`src/rtl/cordic_sincos_prestage.sv`:
```
// Head of the CORDIC sin/cos pipeline: range-checks and folds incoming angles,
// buffers them in a 2-entry skid FIFO and presents the stage-0 seed vector.
module cordic_sincos_prestage #(
  parameter int BITS      = 16,
  parameter int ERR_CNT_W = 8
) (
  input  logic                   clk_i,
  input  logic                   rst_ni,
  input  logic                   angle_valid_i,
  input  logic signed [BITS-1:0] angle_i,
  output logic                   angle_ready_o,
  input  logic                   dn_ready_i,
  output logic                   pipe_en_o,
  output logic                   valid_o,
  output logic                   sign_o,
  output logic signed [BITS-1:0] cos_o,
  output logic signed [BITS-1:0] sin_o,
  output logic signed [BITS-1:0] theta_o,
  output logic                   err_o,
  output logic [ERR_CNT_W-1:0]   err_cnt_o
);

  // Angle constants in Q3.(BITS-3), seed gain in Q2.(BITS-2), all rounded.
  localparam int PI_INT = $rtoi(3.14159265358979323846 * (2.0 ** (BITS-3)) + 0.5);
  localparam int PH_INT = PI_INT / 2;
  localparam int K_INT  = $rtoi(0.6072529350088813 * (2.0 ** (BITS-2)) + 0.5);

  localparam logic signed [BITS-1:0] PI          = PI_INT[BITS-1:0];
  localparam logic signed [BITS-1:0] NEG_PI      = -PI;
  localparam logic signed [BITS-1:0] PI_HALF     = PH_INT[BITS-1:0];
  localparam logic signed [BITS-1:0] NEG_PI_HALF = -PI_HALF;
  localparam logic signed [BITS-1:0] K_INIT      = K_INT[BITS-1:0];

  logic                   in_range;
  logic                   xfer;
  logic                   push;
  logic                   pop;
  logic                   reject;
  logic signed [BITS-1:0] fold_theta;
  logic                   fold_sign;

  logic [BITS:0]          mem [2];
  logic                   wr_ptr;
  logic                   rd_ptr;
  logic [1:0]             cnt;
  logic [1:0]             cnt_next;

  assign pipe_en_o = dn_ready_i;
  assign in_range  = (angle_i <= PI) && (angle_i >= NEG_PI);
  assign xfer      = angle_valid_i && angle_ready_o;
  assign push      = xfer && in_range;
  assign reject    = xfer && !in_range;
  assign pop       = pipe_en_o && (cnt != 2'd0);
  assign cnt_next  = cnt + 2'(push) - 2'(pop);

  // Fold into [-pi/2, pi/2]; the last stage undoes the pi shift by negation.
  always_comb begin
    fold_theta = angle_i;
    fold_sign  = 1'b0;
    if (angle_i > PI_HALF) begin
      fold_theta = angle_i - PI;
      fold_sign  = 1'b1;
    end else if (angle_i < NEG_PI_HALF) begin
      fold_theta = angle_i + PI;
      fold_sign  = 1'b1;
    end
  end

  always_ff @(posedge clk_i) begin
    if (push) mem[wr_ptr] <= {fold_sign, fold_theta};
  end

  always_ff @(posedge clk_i) begin
    if (!rst_ni) begin
      wr_ptr        <= 1'b0;
      rd_ptr        <= 1'b0;
      cnt           <= 2'd0;
      angle_ready_o <= 1'b0;
      valid_o       <= 1'b0;
      sign_o        <= 1'b0;
      cos_o         <= '0;
      sin_o         <= '0;
      theta_o       <= '0;
      err_o         <= 1'b0;
      err_cnt_o     <= '0;
    end else begin
      if (push) wr_ptr <= ~wr_ptr;
      if (pop)  rd_ptr <= ~rd_ptr;
      cnt           <= cnt_next;
      angle_ready_o <= (cnt_next != 2'd2);
      err_o         <= reject;
      if (reject && (err_cnt_o != '1)) err_cnt_o <= err_cnt_o + 1'b1;
      // Output register stalls entirely while downstream cannot advance.
      if (pipe_en_o) begin
        valid_o <= (cnt != 2'd0);
        if (pop) begin
          cos_o   <= K_INIT;
          sin_o   <= '0;
          sign_o  <= mem[rd_ptr][BITS];
          theta_o <= mem[rd_ptr][BITS-1:0];
        end
      end
    end
  end

endmodule

```
`config.mk`:
```
export PLATFORM = sky130hd
export DESIGN_NAME = cordic_sincos_prestage
export DESIGN_NICKNAME = d
export VERILOG_FILES = /design/src/rtl/cordic_sincos_prestage.sv
export SDC_FILE = /design/constraint.sdc
export NUM_CORES = 1
export LEC_CHECK = 0
export BUFFER_PORTS_ARGS = -buffer_cell sky130_fd_sc_hd__buf_2
export CORE_MARGIN = 1.5
export CORE_UTILIZATION = 40
export DETAILED_ROUTE_END_ITERATION = 7
export GPL_TIMING_DRIVEN = 0
export PLACE_DENSITY = 0.7
export SYNTH_ARGS = -nofsm -noshare
export SYNTH_HDL_FRONTEND = slang
export SYNTH_SLANG_ARGS = --single-unit
```
`constraint.sdc`:
```
create_clock -name clk_i -period 9.8 [get_ports clk_i]
set_clock_uncertainty 0.15 [all_clocks]
set_input_delay 0.98 -clock clk_i [delete_from_list [all_inputs] [get_ports clk_i]]
set_output_delay 0.98 -clock clk_i [all_outputs]
set_load 0.01 [all_outputs]
```
==> flow_summary.ini <==
[cts]
clk_pin_slew_ps = 70
clock_path_buffers = 2
cts_setup_buffers = 0
cts-htree-levels = 3
cts_tree = yes
ctsHoldBuffers = 0
cts_root_buffer = clkbuf_8
clk-insertion-delay-late_ps = 340
cts_sinks = 67
cts_buffers = 9
cts_resized = 0

[die]
die_h_um = 95.3
die-width_um = 95.3
row_count = 33
die_area_um2 = 9080
io_pins = 81
core_region_area_um2 = 8220
start_util = 0.415

[outcome]
status = finished, final reports clean

[grt]
grt_use_total = 0.156
grt_pass1_vias = 2214
antenna_found_initial = 0
overflow = 0
grt_max_degree = 18
grt_pass1_wl_um = 10600

[min_path]
hold_depth = 2
hp-class = reg -> reg

[layout]
seqCellArea_um2 = 1680
drive_above_1_share = 0.274
multi_input_area_um2 = 1450
fin_nets = 446
syn_to_final_growth_pct = 19.9
antennaDiodeCount = 0
final_cells = 529
fill_cells = 766

[job]
max_cap_violations = 0

[pwr]
design_power_total_mw = 0.857
power.leakage_nw = 1.67
peakVddDrop_v = 0.0000780
cellPowerDensity_nw_per_um2 = 210

[critical_path]
path_delay_family = compound AO/OA/AOI/OAI gates
max_stage_delay_ps = 650
cp-end-kind = flip-flop
cp_slowest_cell = and2_1
path_cells = buf_2 -> o41ai_2 -> a41o_1 -> nand2_1 -> a31o_2 -> nor2_1 -> and2_1
cp.depth = 7
crit_arrival_ps = 3120
crit_fanout = 17
reg2reg_depth = 9
critical_path_class = in -> reg
worstPathRequired_ps = 9610
cp_num_buf_inv = 1
start_kind = input port

[sta]
setup_violations = 0
tightest_slew_ps = 773
drv_slew = 0
timing.slew.headroom = 0.484
rsz0062_at_grt = no
final.min_clock_period_ps = 3310
fmax_ghz = 0.302
tns_ps = 0
final.period_utilization = 0.338
hold_viol = 0

[synthesis]
synth_area_um2 = 3410
synthTopCellsByCount = 46 x nor2_1, 34 x edfxtp_1, 33 x buf_4, 33 x dfxtp_1
yosysWarnings = 0
synth.most_common_cell = nor2_1
synth_ff_type = edfxtp_1
async_flop_share = 0
synth_edf_count = 34
synthCells = 334
synth_top_area_frac = 0.300
synth-seq-cells = 67
synth_top_area_cell = edfxtp_1
yosysUniqueCellTypes = 48
ys_seq_area_frac = 0.494
synth.avg_cell_area_um2 = 10.2
yosys-top-cells-area = edfxtp_1 30%, dfxtp_1 19%, buf_4 7.3%

[place]
placedCellCount = 513
place.gp.congestion = 0.828
hpwl_um = 5070
io_buffers = 51

[drt]
drc = 0
drt_iter0_drc = 184
firstDrtPassIters = 4
avgRoutedWirePerCell_um = 12.7
wirelength_um = 6710
viasPerCell = 4.90
ant_nets = 0
dr_total_vias = 2593
## per-stage QoR
| stage | worst slack, ps | cell area [um^2] | util | hold slack (ps) |
|---|---|---|---|---|
| after floorplan | 5960 | 3490 | - | 360 |
| after global placement | 5170 | 3880 | 0.472 | 315 |
| after detailed placement | 6170 | 3890 | 0.474 | 326 |
| after CTS | 6510 | 4090 | 0.497 | 345 |
| after global routing | 6310 | 4090 | 0.497 | 365 |
| final | 6490 | 4090 | 0.497 | 338 |
## worst reg2reg max path: stages, from the launching register on
cell and delay (ps):
dfxtp_1 350, nor2_1 50, nor2_1 120, clkbuf_1 330
clkbuf_1 450, ha_1 320, inv_1 50, ha_1 230
nor2_1 110, nor2_1 40
## metal layers
metal  share of wire  routed length [um]  vias to the layer above  GRT usage
li1                -                   -                     1311          -
met1            0.47                3170                     1208      0.202
met2            0.46                3070                       66      0.247
met3           0.054                 359                        8     0.0383
met4           0.016                 104                        0     0.0634
met5               0                   0                        -          0
## logic make-up (layout without fill, tap and decap cells)
family,after synthesis,count (layout),synth area share
xor+xnor,15,15,0.0386
buf+inv,61,129,0.106
other cells,1,23,0.00110
flops,67,67,0.494
mux,19,19,0.0558
simple gates,97,97,0.131
fa+ha+maj,7,7,0.0257
compound gates,67,67,0.148
## layout make-up
cell class / count / area share
buffer: 53 / 0.0811
clock buffer: 10 / 0.0312
clock inverter: 6 / 0.0162
inverter: 8 / 0.00735
multi-input combinational: 228 / 0.355
sequential: 67 / 0.412
tap: 105 / 0.0321
timing repair buffer: 52 / 0.0652
## path summary, 6_finish.rpt
| kind | from | endpoint | slack [ps] |
|---|---|---|---|
| worst max-delay path | angle_i[3] | mem[1][5] | 6490 |
| worst min-delay path | valid_o | valid_o | 340 |
| worst max register to register | cnt[1] | angle_ready_o | 7480 |
| worst min register to register | valid_o | valid_o | 340 |
## state kept, by name, summed over array words and instances, names as in the netlist
register / count
err_cnt_o: 8
wr_ptr: 1
cnt: 2
rd_ptr: 1
err_o: 1
mem: 34
angle_ready_o: 1
cos_o: 1
sign_o: 1
theta_o: 16
valid_o: 1
## placed cells by master (no fill, tap or decap), types with 3 or more instances in the layout
master / n
buf_2: 55
nor2_1: 46
edfxtp_1: 34
buf_4: 33
dfxtp_1: 33
conb_1: 23
a211oi_1: 19
mux2i_1: 19
nand2_1: 17
clkbuf_1: 15
a21oi_1: 14
xnor2_1: 13
clkbuf_8: 9
inv_1: 7
ha_1: 7
o31ai_1: 6
o21ai_0: 6
nand3_1: 6
and2_1: 5
nor4_1: 4
nor3_1: 4
a31o_2: 3
a32oi_1: 3
or3_1: 3
a31oi_1: 3
clkinv_4: 3
## power by group
| part | switching (mW) | internal (mW) | total, mW |
|---|---|---|---|
| sequential | 0.0209 | 0.347 | 0.368 |
| combinational | 0.152 | 0.116 | 0.269 |
| clock | 0.102 | 0.118 | 0.220 |
Power figures use the tool's default switching activity.
